## config.mk

```make
export PLATFORM = sky130hd
export DESIGN_NAME = pooling_layer
export DESIGN_NICKNAME = d
export VERILOG_FILES = /design/src/rtl/pooling_layer.sv
export SDC_FILE = /design/constraint.sdc
export NUM_CORES = 1
export LEC_CHECK = 0
export BUFFER_PORTS_ARGS = -buffer_cell sky130_fd_sc_hd__buf_2
export CORE_MARGIN = 3
export CORE_UTILIZATION = 60
export CTS_BUF_LIST = sky130_fd_sc_hd__clkbuf_2
export CTS_CLUSTER_DIAMETER = 200
export DETAILED_ROUTE_END_ITERATION = 10
export PLACE_DENSITY = 0.8
export SYNTH_ARGS = -nofsm -noshare
export SYNTH_HDL_FRONTEND = slang
export SYNTH_SLANG_ARGS = --single-unit
```

## constraint.sdc

```tcl
create_clock -name clk -period 10.3 [get_ports clk]
set_input_delay 2.06 -clock clk [delete_from_list [all_inputs] [get_ports clk]]
set_output_delay 2.06 -clock clk [all_outputs]
set_load 0.01 [all_outputs]
```

## src/rtl/pooling_layer.sv

```systemverilog
// 2x2 stride-2 pooling (average or max) over a stack of square feature maps in
// word-wide memory; one read or write per cycle, six cycles per pooled output.
module pooling_layer #(
  parameter int DATA_SZ = 16,
  parameter int ADDR_SZ = 16
) (
  input  logic               clk,
  input  logic               reset,
  input  logic               enable,
  input  logic               poolType,
  input  logic [DATA_SZ-1:0] imgsNumber,
  input  logic [DATA_SZ-1:0] imgSize,
  input  logic [ADDR_SZ-1:0] imgsAddress,
  input  logic [ADDR_SZ-1:0] outAddress,
  output logic               readEnable,
  output logic [ADDR_SZ-1:0] readAddr,
  input  logic [DATA_SZ-1:0] readData,
  output logic               writeEnable,
  output logic [ADDR_SZ-1:0] writeAddr,
  output logic [DATA_SZ-1:0] writeOut,
  output logic               done
);

  localparam int ACC_W = DATA_SZ + 2;
  localparam logic [ADDR_SZ-1:0] A_ONE = ADDR_SZ'(1);
  localparam logic [ADDR_SZ-1:0] A_TWO = ADDR_SZ'(2);
  localparam logic [DATA_SZ-1:0] D_ONE = DATA_SZ'(1);
  localparam logic [DATA_SZ-1:0] D_TWO = DATA_SZ'(2);

  typedef enum logic [2:0] {IDLE, RD0, RD1, RD2, RD3, LAST, WR, FIN} state_t;
  state_t state;

  logic                      pool_max;
  logic [DATA_SZ-1:0]        num_q, size_q, half_q;
  logic [DATA_SZ-1:0]        map_cnt, row_cnt, col_cnt;
  logic [ADDR_SZ-1:0]        row_base, win_addr, out_ptr;
  logic [ADDR_SZ-1:0]        size_a, row_step, map_step;
  logic                      last_col, last_row, last_map;
  logic signed [ACC_W-1:0]   sum_p0, sum_fin;
  logic signed [DATA_SZ-1:0] max_p0, rd_s, max_fin, result;

  function automatic logic signed [ACC_W-1:0] sext(input logic signed [DATA_SZ-1:0] v);
    return {{2{v[DATA_SZ-1]}}, v};
  endfunction

  // Arithmetic shift floors toward -inf, so {-1,-2,-3,-4} pools to -3.
  function automatic logic signed [DATA_SZ-1:0] avg_floor(input logic signed [ACC_W-1:0] s);
    logic signed [ACC_W-1:0] q;
    q = s >>> 2;
    return q[DATA_SZ-1:0];
  endfunction

  function automatic logic signed [DATA_SZ-1:0] run_max(input logic signed [DATA_SZ-1:0] cur,
                                                        input logic signed [DATA_SZ-1:0] nxt);
    return (nxt > cur) ? nxt : cur;
  endfunction

  assign rd_s     = readData;
  assign size_a   = ADDR_SZ'(size_q);
  assign row_step = size_a << 1;
  // After the last output row, row_base + 2S lands on the next map unless S is
  // odd, in which case the dropped last row must be skipped as well.
  assign map_step = row_step + (size_q[0] ? size_a : '0);
  assign last_col = (col_cnt == half_q - D_ONE);
  assign last_row = (row_cnt == half_q - D_ONE);
  assign last_map = (map_cnt == num_q - D_ONE);

  assign sum_fin  = sum_p0 + sext(rd_s);
  assign max_fin  = run_max(max_p0, rd_s);
  assign result   = pool_max ? max_fin : avg_floor(sum_fin);

  // Stage p0: window accumulation, datum k arrives one cycle after read k.
  always_ff @(posedge clk) begin
    case (state)
      RD1: begin
        sum_p0 <= sext(rd_s);
        max_p0 <= rd_s;
      end
      RD2, RD3: begin
        sum_p0 <= sum_p0 + sext(rd_s);
        max_p0 <= run_max(max_p0, rd_s);
      end
      default: ;
    endcase
  end

  always_ff @(posedge clk or negedge reset) begin
    if (!reset) begin
      state       <= IDLE;
      pool_max    <= 1'b0;
      num_q       <= '0;
      size_q      <= '0;
      half_q      <= '0;
      map_cnt     <= '0;
      row_cnt     <= '0;
      col_cnt     <= '0;
      row_base    <= '0;
      win_addr    <= '0;
      out_ptr     <= '0;
      readEnable  <= 1'b0;
      readAddr    <= '0;
      writeEnable <= 1'b0;
      writeAddr   <= '0;
      writeOut    <= '0;
      done        <= 1'b0;
    end else begin
      readEnable  <= 1'b0;
      writeEnable <= 1'b0;
      done        <= 1'b0;
      case (state)
        IDLE: begin
          if (enable) begin
            pool_max <= poolType;
            num_q    <= imgsNumber;
            size_q   <= imgSize;
            half_q   <= imgSize >> 1;
            out_ptr  <= outAddress;
            map_cnt  <= '0;
            row_cnt  <= '0;
            col_cnt  <= '0;
            row_base <= imgsAddress;
            win_addr <= imgsAddress;
            if (imgsNumber != '0 && imgSize >= D_TWO) begin
              state      <= RD0;
              readEnable <= 1'b1;
              readAddr   <= imgsAddress;
            end else begin
              state <= FIN;
              done  <= 1'b1;
            end
          end
        end
        RD0: begin
          state      <= RD1;
          readEnable <= 1'b1;
          readAddr   <= win_addr + A_ONE;
        end
        RD1: begin
          state      <= RD2;
          readEnable <= 1'b1;
          readAddr   <= win_addr + size_a;
        end
        RD2: begin
          state      <= RD3;
          readEnable <= 1'b1;
          readAddr   <= win_addr + size_a + A_ONE;
        end
        RD3: state <= LAST;
        LAST: begin
          state       <= WR;
          writeEnable <= 1'b1;
          writeAddr   <= out_ptr;
          writeOut    <= result;
        end
        WR: begin
          out_ptr <= out_ptr + A_ONE;
          if (last_col && last_row && last_map) begin
            state <= FIN;
            done  <= 1'b1;
          end else begin
            state      <= RD0;
            readEnable <= 1'b1;
            if (!last_col) begin
              col_cnt  <= col_cnt + D_ONE;
              win_addr <= win_addr + A_TWO;
              readAddr <= win_addr + A_TWO;
            end else if (!last_row) begin
              col_cnt  <= '0;
              row_cnt  <= row_cnt + D_ONE;
              row_base <= row_base + row_step;
              win_addr <= row_base + row_step;
              readAddr <= row_base + row_step;
            end else begin
              col_cnt  <= '0;
              row_cnt  <= '0;
              map_cnt  <= map_cnt + D_ONE;
              row_base <= row_base + map_step;
              win_addr <= row_base + map_step;
              readAddr <= row_base + map_step;
            end
          end
        end
        FIN: state <= IDLE;
        default: state <= IDLE;
      endcase
    end
  end

endmodule

```

Word-level counts from Yosys, hierarchy flattened
Cells that the tools add are included.
- equal/unequal tests: 15
- reductions and logical operators: 16
- $add $sub $neg: 14
- order comparisons: 2
- multiplexer cells: 43
- operators with widths (operator ; number):
    two-way mux 16 bit ; 21
    one-hot mux 16 bit (2 select lines) ; 7
    adder 16 x 1 -> 16 bit (second input constant) ; 6
    one-hot mux 16 bit (5 select lines) ; 1
    adder 16 bit ; 4
    == test 16 bit ; 3
    one-hot mux 18 bit (2 select lines) ; 1
    one-hot mux 3 bit (8 select lines) ; 1
    adder 18 x 16 -> 18 bit ; 1
    adder 16 x 2 -> 16 bit (second input constant) ; 1
    >= comparator 16 x 2 -> 1 bit (second input constant) ; 1
    > comparator 16 bit ; 1
    nonzero test 16 bit ; 1
    subtractor 15 x 1 -> 16 bit (second input constant) ; 1
    subtractor 16 x 1 -> 16 bit (second input constant) ; 1
    == test 3 bit (second input constant) ; 4
    != test 2 bit (second input constant) ; 5
    two-way mux 3 bit ; 3
    AND reduction 4 bit ; 2
    two-way mux 1 bit ; 7
    == test 3 x 2 -> 1 bit (second input constant) ; 2
    AND reduction 5 bit ; 1
    nonzero test 5 bit ; 1
    AND reduction 2 bit ; 2
    other kinds (9) ; 12
- bits in registers: 232
- output and inout bits: 51

Depth between registers and ports, before layout
Gate-level depths: netlist of the first run.
- depth after elaboration: 7
- gate-level depth with buffers: 16

Worst setup path after synthesis of the first run
OpenSTA, ideal clock, no wires.
- path type: input-to-reg
- start point: input readData[1]
- end point: register writeOut[10]
- path buffers: 2
- data arrival time: 4.778 ns
- data required time: 10.175 ns
- stages on the path: 13
- path slack: 5.397 ns
- cells stage by stage: ha_1 -> nor2b_1 -> o21a_1 -> o21a_1 -> o21a_1 -> o21a_1 -> o21ai_0 -> a221o_1 -> clkbuf_1 -> clkbuf_1 -> mux2i_1 -> mux2i_1 -> mux2_2
- cells in the longest elaborated chain, start to end: 3
- elaborated cells on any way between the ends: 4
- RTL lines (item ; RTL line ; text):
    start: declaration ; 17 ; input logic [DATA_SZ-1:0] readData,
    > comparator 16 bit ; 55 ; return (nxt > cur) ? nxt : cur;
    two-way mux 16 bit ; -- ;
    two-way mux 16 bit * ; 70 ; assign result = pool_max ? max_fin : avg_floor(sum_fin);
    end signal: assignment ; 153 ; writeOut <= result;
    end: declaration ; 20 ; output logic [DATA_SZ-1:0] writeOut,
Mark *: on every way between the ends. The rest lies on a longest branch, timed or not.
A chain may end at the register's enable or synchronous reset.

==> out/results.txt, run 1 <==
Seq cells post-synth = 217
core area = 27,000 um2
H-tree depth = 2
hold depth = 1
post-synthesis cell type count = 86
most common cell in the netlist = nand2_1
routed vias = 15,400
Clock Latency Late Sink = 0.88 ns
die area = 29,600 um2
Crit path depth = 11
Die Wd = 172 um
Clk pwr share = 9.1%
antenna-violating nets left = 0
Biggest register = sum_p0
internal power = 0.00332 W
launch point of the worst path = size_a[4]$_DFFE_PN0P_
DRC = 0
Final Max Slew Viols = 0
Setup Viol. Count Final = 0
DR WL/cell = 19.6 um
peak supply drop = 0.176 mV
max-cap violations = 0
cts repair resizes = 0
Vias per Instance = 6.38
root buffer cell = clkbuf_2
RSZ-0062 raised after global routing = no
clk sinks = 217
layout cells sized above 1 = 15.3%
sequential-to-total area share from yosys stat = 33.9%
fin crit period = 6.22 ns
total gr overflow = 0
TNS Setup = 0 ns
Critical Path, Cell by Cell = nor3_1 > nand3_1 > or3_1 > xnor2_1 > nor4_1 > nand4_1 > o21ai_4 > buf_4 > nand2_1 > or4_1 > a21oi_1
Hold Crit Class = register to register
CP Data Required Time = 11.04 ns
largest cells by area after synthesis = dfrtp_1 28%, ha_1 6.4%, edfxtp_1 6.2%
post-synthesis cell type with the largest combined area = dfrtp_1
Yosys top cell area share = 27.7%
Synth Area per Inst = 8.67 um2
IO Count = 135
row count = 60
Reg-to-Reg End = row_cnt[14]$_DFFE_PN0P_
area of the multi-input gates = 10,300 um2
antenna violations before repair = 3
R2R cell count = 11
Slew HR = 22.8%
DR pass1 iterations = 5
CP Max Fanout = 30
HP Start = writeOut[9]$_DFFE_PN0P_
global-route wire length before repair = 75.4 mm
CP top delay family = simple AND/OR/NAND/NOR gates
Commonest cells post-synth = 209 x nand2_1, 186 x nor2_1, 183 x dfrtp_1
Post-Layout Inst Area = 17,900 um2
Hold Path End = writeOut[9]$_DFFE_PN0P_
WP data arrival = 6.96 ns
number of synthesized flops with an enable pin = 34
vias in the first global route = 14,900
startpoint class of the critical path = register
switching portion of total power = 50.3%
Mapped Nets = 2,094
FILL cells = 2,275
status = completed
fin crit share = 60.3%
R2R setup slack = 4.08 ns
Die Y = 172 um
reported net switching power = 0.00337 W
worst slew pin tran = 1.15 ns
max FFs per register = 18
Synth Cell Area = 16,500 um2
TritonCTS clock tree = yes
Register Area = 5600 um2
Synth async-reset ratio = 84.3%
I/O Buffers = 134
max incr delay on CP = 0.99 ns
Buf/Inv on CP = 1
1st-iter DRT viols = 1,618
placement-stage cell area = 17,400 um2
WHS = 0.486 ns
Placer Congestion = 0.914
post-CTS setup buffer count = 0
Tot GR Track Use = 31.6%
Layout Skew = 0.0542 ns
number of CTS-inserted buffers = 58
Crit-path slowest cell = nor3_1
part of the power in combinational logic = 65.0%
CTS clk-pin slew, worst paths = 0.09 ns
Crit Path Class = register to register
final hold vios = 0
part of the power in registers = 25.8%
Mapped Cells = 1,907
RR Startpoint = size_a[4]$_DFFE_PN0P_
DP Wirelength = 34.6 mm
number of hold buffers added after CTS = 0
CTS Buffer Depth = 3
Syn-to-layout area delta = 8.30%
Post-Route WL = 47.1 mm
Lkg Pwr = 8.03 nW
Critical Path End Type = register
NumNets Final = 2,203
Max Fclk = 161 MHz
YS warnings = 0
largest net degree at the start of global routing = 109
dominant synthesized flop cell = dfrtp_1
initial core utilization = 61.2%
cell area power density = 374 nW/um2
[power groups by stage]
stage	combinational (W)	clock (W)	sequential [W]
6_report	0.00435	0.000612	0.00173
5_1_grt	0.00481	0.000671	0.00178
4_1_cts	0.00429	0.000627	0.00172
3_5_place_dp	0.00426	0	0.00174
3_3_place_gp	0.00414	0	0.00171
2_1_floorplan	0.00334	0	0.00158
[cell type report]
cell class,count,share of cell area (%)
inverters,63,1.32
flip-flops and latches,217,31.3
clock buffers,94,2.63
multi-input cells,1527,57.7
clock inverters,12,0.307
repair buffers,149,4.42
well taps,341,2.38
diodes,2,0.0279
[through the flow]
stage | utilization, % | setup slack, ns | cells | power (W)
finish | 66.3 | 4.08 | 2405 | 0.00669
global route | 66.3 | 3.62 | 2405 | 0.00726
CTS | 66.3 | 4.21 | 2403 | 0.00663
detailed placement | 64.3 | 4.25 | 2297 | 0.00600
global placement | 64.3 | 4.35 | 2297 | 0.00584
floorplan | - | 5.40 | 1907 | 0.00492
[kinds of logic (layout without fill, tap and decap cells)]
| group | count (synthesis) | in the layout | share of synthesized area (%) |
|---|---|---|---|
| and+or+nand+nor | 741 | 741 | 21.9 |
| AOI/OAI and AO/OA | 435 | 435 | 17.2 |
| DFF | 217 | 217 | 33.9 |
| xor gates and xnor gates | 165 | 165 | 9.20 |
| buffers and inverters | 163 | 318 | 3.85 |
| adders and majority gates | 103 | 103 | 8.61 |
| muxes | 83 | 83 | 5.32 |
| other | 0 | 2 | 0 |
[routing by layer]
metal	vias up	global-route usage, %	share of wire (%)
li1	7171	-	-
met3	132	5.46	8.1
met4	2	10.6	3.2
met5	-	0	0.028
met2	692	51.9	47
met1	7358	42.6	42
[worst max-delay path by stage]
stage,slack [ns],to
global route,3.62,row_cnt[14]$_DFFE_PN0P_
global placement,4.35,row_cnt[14]$_DFFE_PN0P_
floorplan,5.40,writeOut[10]$_DFFE_PN0P_
detailed placement,4.25,row_cnt[14]$_DFFE_PN0P_
finish,4.08,row_cnt[14]$_DFFE_PN0P_
CTS,4.21,row_cnt[14]$_DFFE_PN0P_
[layout by cell type (no fill, tap or decap), types with 8 or more instances in the layout]
cell type / instances
or4_1: 8
ha_1: 85
nand3_1: 61
dfrtp_1: 183
buf_4: 15
o21a_1: 18
and3_1: 32
a21o_1: 21
nand4_1: 41
mux2i_1: 43
and2_1: 31
a311oi_1: 9
o31ai_1: 14
clkbuf_2: 94
nand2b_1: 16
a31oi_1: 23
inv_1: 62
a21oi_1: 108
clkinv_1: 9
mux2_2: 40
nor2_1: 186
edfxtp_1: 34
nor2b_1: 19
nand2_1: 208
fa_1: 18
nor4_1: 22
o22ai_1: 15
xor2_1: 77
xnor2_1: 82
nor3_1: 51
o21ai_0: 96
or3_1: 22
a211oi_1: 34
buf_2: 133
or2_2: 8
a22oi_1: 8
(Power assumes the default switching activity.)
==> inputs of run 2 (changes only) <==
- ABC_AREA: not set -> 1
- clock period: 10.3 -> 6.3 ns (I/O delays scaled with it)
==> run 2 against run 1 <==
Die area is 9.5% higher; via count is 23% higher; power rose by 66%; global-route usage up 1.5 points; clock-buffer cell count decreased by 13; final cell count is 36% higher; setup slack worse by 2.1 ns; register-to-register slack worse by 2.1 ns; area after synthesis grew 9.8%; design area grew 9.6%; maximum frequency grew 43%; clock skew shrank 0.0090 ns; largest cell class unchanged; highest routed layer is now met4.
==> out/results.txt, run 2 <==
Seq cells post-synth = 217
Clock Latency Late Sink = 0.94 ns
simple-gate area share of the yosys netlist = 38.8%
Vias per Instance = 5.78
fin crit share = 69.2%
CTS clk-pin slew, worst paths = 0.11 ns
DP Wirelength = 41.6 mm
overall power = 0.0111 W
DRC = 0
number of synthesized flops with an enable pin = 34
DR pass1 iterations = 5
total gr overflow = 0
post-synthesis cell type with the largest combined area = dfrtp_1
WHS = 0.322 ns
number of CTS-inserted buffers = 59
met2 WL = 25.1 mm
cts repair resizes = 0
Max Fclk = 229 MHz
sequential-to-total area share from yosys stat = 30.8%
I/O Buffers = 134
Syn-to-layout area delta = 8.08%
post-CTS setup buffer count = 0
Synth Area in Compound Gates = 9.33%
WP data arrival = 5.17 ns
TritonCTS clock tree = yes
Biggest register = sum_p0
die area = 32,400 um2
Die Y = 180 um
NumNets Final = 3,026
H-tree depth = 2
number of hold buffers added after CTS = 0
met3 WL post-DR = 4.35 mm
Lkg Pwr = 10.0 nW
Crit-path slowest cell = nand2_2
peak supply drop = 0.244 mV
Die Wd = 180 um
max incr delay on CP = 0.84 ns
Crit Path Class = register to register
CP Max Fanout = 41
largest family of logic cells by synthesized area = simple AND/OR/NAND/NOR gates
max FFs per register = 18
startpoint class of the critical path = register
Critical Path End Type = register
max-cap violations = 0
layout cells sized above 1 = 10.3%
routed vias = 19,000
Final Max Slew Viols = 0
status = completed
CP Data Required Time = 7.11 ns
M1 WL = 23.1 mm
post-synthesis mux area share = 0%
Slew HR = 12.8%
cell area power density = 567 nW/um2
root buffer cell = clkbuf_2
largest net degree at the start of global routing = 88
IO Count = 135
Post-Synth Adder-Cell Area = 7.84%
largest cells by area after synthesis = dfrtp_1 25%, nand2_1 18%, nand3_1 7.7%
xor/xnor cell area share of the yosys netlist = 5.45%
dominant synthesized flop cell = dfrtp_1
vias in the first global route = 18,300
Mapped Nets = 2,897
Synth Cell Area = 18,200 um2
Hold Crit Class = input port to async pin
Layout Skew = 0.0452 ns
Tot GR Track Use = 33.1%
Mapped Cells = 2,710
YS warnings = 0
worst slew pin tran = 1.31 ns
row count = 63
RSZ-0062 raised after global routing = no
Synth async-reset ratio = 84.3%
Synth Area per Inst = 6.70 um2
1st-iter DRT viols = 1,878
antenna-violating nets left = 0
Critical Path, Cell by Cell = inv_1 > ha_1 > nand2_4 > nand2_1 > nand2_2 > nand2_1 > nand2_1 > nand3_1 > nor3_1 > nand3_2 > nand2_2 > nand2_2 > nand2_1 > nand2_1
fin crit period = 4.36 ns
global-route wire length before repair = 89.7 mm
core area = 29,700 um2
Post-Route WL = 54.8 mm
uppermost layer routed = met4
initial core utilization = 61.1%
Commonest cells post-synth = 875 x nand2_1, 281 x nand3_1, 267 x inv_1
DR WL/cell = 16.7 um
FILL cells = 2,779
TNS Setup = 0 ns
clk sinks = 217
Setup Viol. Count Final = 0
Yosys top cell area share = 25.2%
post-synthesis cell type count = 53
most common cell in the netlist = nand2_1
final hold vios = 0
most frequent cells in the layout = 875 x nand2_1, 281 x nand3_1, 266 x inv_1, 215 x nor2_1, 183 x dfrtp_1
most common cell after layout, fill and taps aside = nand2_1
most frequent CP cell = nand2_1
antenna violations before repair = 1
CTS Buffer Depth = 3
Placer Congestion = 1.03
run 2: cell types whose count changed after synthesis, moves of 31 or more:
cell	change
nand2_1	+666
nand3_1	+220
nand4_1	+34
mux2_2	-40
mux2i_1	-43
nor2_1	+31
clkbuf_1	-34
o21ai_0	+58
and3_1	-32
xnor2_1	-51
inv_1	+205
run 2: power by group:
part	leakage, nW	internal, W	switching, W
sequential	2.65	0.00210	0.000700
clock	0.400	0.000359	0.000654
combinational	6.96	0.00250	0.00482
run 2: stage by stage:
stage | area [um2] | setup WS (ns) | utilization (%) | cells
6_report | 19600 | 1.94 | 66.1 | 3278
3_3_place_gp | 19100 | 2.10 | 64.3 | 3168
3_5_place_dp | 19100 | 2.00 | 64.3 | 3168
5_1_grt | 19600 | 1.62 | 66.1 | 3278
4_1_cts | 19600 | 2.02 | 66.1 | 3277
2_1_floorplan | 18200 | 3.02 | - | 2710
run 2: critical path, delay by kind of cell (launching register included):
family / cells / cell delay (ns)
buffers and inverters: 1 / 0.18
and+or+nand+nor: 12 / 3.02
adders and majority gates: 1 / 0.33
DFF: 1 / 0.67
run 2: cell families after synthesis:
kind of cell / after synthesis
and+or+nand+nor: 1609
AOI/OAI and AO/OA: 313
buffers and inverters: 355
adders and majority gates: 103
DFF: 217
xor gates and xnor gates: 113
run 2: per-layer routing:
| layer | up-vias | global-route usage (%) |
|---|---|---|
| met2 | 782 | 53.9 |
| met3 | 152 | 4.93 |
| met4 | 0 | 14.4 |
| li1 | 9216 | - |
| met5 | - | 0 |
| met1 | 8804 | 44.3 |
run 2: path summary, 6_finish.rpt:
kind	startpoint	end	slack, ns	depth (start not counted)
max	size_a[2]$_DFFE_PN0P_	row_base[13]$_DFFE_PN0P_	1.94	14
min	reset	writeOut[1]$_DFFE_PN0P_	0.32	1
max reg2reg	size_a[2]$_DFFE_PN0P_	row_base[13]$_DFFE_PN0P_	1.94	14
min reg2reg	writeAddr[14]$_DFFE_PN0P_	writeAddr[14]$_DFFE_PN0P_	0.48	2
max in group asynchronous	reset	num_q[11]$_DFFE_PN0P_	4.70	2
min in group clk	writeAddr[14]$_DFFE_PN0P_	writeAddr[14]$_DFFE_PN0P_	0.48	2
run 2: cell type report:
| class | instances | area, um2 | share of cell area [%] |
|---|---|---|---|
| Multi-Input combinational cell | 2138 | 11200 | 57.0 |
| Inverter | 273 | 1020 | 5.22 |
| Antenna cell | 1 | 2.50 | 0.0127 |
| Sequential cell | 217 | 5600 | 28.5 |
| Clock inverter | 28 | 124 | 0.631 |
| Timing Repair Buffer | 150 | 800 | 4.07 |
| Tap cell | 390 | 488 | 2.48 |
| Clock buffer | 81 | 405 | 2.06 |
==> inputs of run 3 (changes only) <==
- CORE_UTILIZATION: 60 -> 57
- PLACE_DENSITY: 0.8 -> 0.79
- clock period: 6.3 -> 3.65 ns (I/O delays scaled with it)
==> run 3 against run 2 <==
Final cell count up 3.4%; largest power group unchanged; sequential power increased by 70%; clock skew about the same; critical endpoint is now win_addr[11]$_DFFE_PN0P_; first-iteration DRC count up 0.11%.
==> out/results.txt, run 3 (synthesis gave the netlist of run 2 again) <==
fin crit share = 91.8%
RR Startpoint = size_a[1]$_DFFE_PN0P_
root buffer cell = clkbuf_2
TritonCTS clock tree = yes
switching portion of total power = 55.2%
row count = 64
Layout Skew = 0.0453 ns
Biggest register = sum_p0
DP Wirelength = 44.1 mm
CP Data Required Time = 4.60 ns
Clk pwr share = 9.2%
worst slew pin tran = 0.883 ns
core area = 31,000 um2
internal power = 0.00886 W
area of the multi-input gates = 11,200 um2
total gr overflow = 0
initial core utilization = 58.6%
reported net switching power = 0.0109 W
peak supply drop = 0.426 mV
clk sinks = 217
CTS Buffer Depth = 3
Clock Latency Late Sink = 1.03 ns
part of the power in combinational logic = 66.7%
pre-CTS setup slack = 0.246 ns
Syn-to-layout area delta = 13.7%
Hold Crit Class = input port to register
Placer Congestion = 1.03
R2R cell count = 17
final hold vios = 0
fin crit period = 3.35 ns
Vias per Instance = 5.76
routed vias = 19,500
max-cap violations = 0
Setup Viol. Count Final = 0
die area = 34,100 um2
Critical Path End Type = register
cell area power density = 957 nW/um2
FILL cells = 2,791
launch point of the worst path = size_a[1]$_DFFE_PN0P_
most common cell after layout, fill and taps aside = nand2_1
TNS Setup = 0 ns
R2R setup slack = 0.30 ns
CP endpoint = win_addr[11]$_DFFE_PN0P_
RSZ-0062 raised after global routing = no
largest net degree at the start of global routing = 81
layout cells sized above 1 = 11.4%
number of CTS-inserted buffers = 60
DR WL/cell = 17.4 um
H-tree depth = 2
DR pass1 iterations = 6
Crit Path Class = register to register
Die Y = 185 um
Reg-to-Reg End = win_addr[11]$_DFFE_PN0P_
CP Max Fanout = 9
IO Count = 135
Lkg Pwr = 10.5 nW
max FFs per register = 18
post-CTS setup buffer count = 0
part of the power in registers = 24.1%
WP data arrival = 4.30 ns
vias in the first global route = 18,600
Slew HR = 40.9%
Post-Route WL = 59.2 mm
fin worst setup slack = 0.298 ns
1st-iter DRT viols = 1,880
CTS clk-pin slew, worst paths = 0.11 ns
antenna-violating nets left = 0
Register Area = 5600 um2
NumNets Final = 3,131
startpoint class of the critical path = register
Tot GR Track Use = 34.7%
Final Max Slew Viols = 0
antenna violations before repair = 2
I/O Buffers = 134
most frequent cells in the layout = 875 x nand2_1, 281 x nand3_1, 266 x inv_1, 215 x nor2_1, 182 x dfrtp_1
status = completed
Max Fclk = 298 MHz
global-route wire length before repair = 95.3 mm
Die Wd = 185 um
DRC = 0
-- run 3: how the worst min path moves through the flow --
| stage | from | cells past startpoint | to | slack, ns |
|---|---|---|---|---|
| after floorplan | reset | 0 | col_cnt[0]$_DFFE_PN0P_ | 0.43 |
| after global placement | writeAddr[14]$_DFFE_PN0P_ | 2 | writeAddr[14]$_DFFE_PN0P_ | 0.45 |
| after detailed placement | writeOut[10]$_DFFE_PN0P_ | 2 | writeOut[10]$_DFFE_PN0P_ | 0.47 |
| final | readData[10] | 3 | max_p0[10]$_DFFE_PP_ | 0.08 |
| after global routing | readData[8] | 3 | max_p0[8]$_DFFE_PP_ | 0.05 |
| after CTS | readData[13] | 3 | sum_p0[13]$_DFFE_PP_ | 0.001 |
-- run 3: critical path, stage by stage, from the launching register on --
cell and delay (ns):
dfrtp_1 0.41, buf_4 0.22, nand2_1 0.08, inv_1 0.05, fa_1 0.48, ha_1 0.18, inv_1 0.06, fa_1 0.39
o21ai_0 0.19, buf_4 0.17, a21oi_1 0.09, o21ai_0 0.23, xnor2_1 0.12, o21ai_2 0.23, nand2_1 0.13, nand3_1 0.09
nand2_1 0.06, o21ai_1 0.11
-- run 3: metal layers --
layer | vias up | global-route usage, % | share of wire, %
met5 | - | 0 | 0
met4 | 0 | 15.1 | 4.2
met3 | 176 | 5.78 | 8.1
met2 | 889 | 54.9 | 44
met1 | 9043 | 47.0 | 43
li1 | 9424 | - | -
-- run 3: power groups by stage --
stage               Combinational [W]  Sequential [W]  Clock (W)
finish                         0.0132         0.00475    0.00182
global placement               0.0126         0.00473          0
CTS                            0.0130         0.00472    0.00186
floorplan                     0.00937         0.00456          0
global route                   0.0149         0.00487    0.00200
detailed placement             0.0129         0.00476          0
-- run 3: cell type report --
class	count	area share, %
Sequential cell	217	27.1
Clock inverter	24	0.509
Inverter	273	4.96
Antenna cell	3	0.0363
Multi-Input combinational cell	2139	54.2
Tap cell	396	2.40
Timing Repair Buffer	253	8.71
Clock buffer	86	2.08
-- run 3: what timing repair did --
| action | CTS | global route |
|---|---|---|
| hold buffers | 66 | 0 |
| resized for setup | 0 | 1 |
| endpoints found under the setup margin | 0 | 36 |
| endpoints found under the hold margin | 146 | 0 |
-- run 3: stage by stage --
stage          cells  instance area, um2  util, %  power, W  hold WS (ns)
6_report        3391               20700     66.7    0.0198        0.0756
4_1_cts         3387               20600     66.6    0.0196       0.00122
3_3_place_gp    3211               19500     62.8    0.0174         0.451
5_1_grt         3390               20700     66.7    0.0218        0.0482
3_5_place_dp    3211               19500     62.8    0.0176         0.468
2_1_floorplan   2710               18200        -    0.0139         0.434
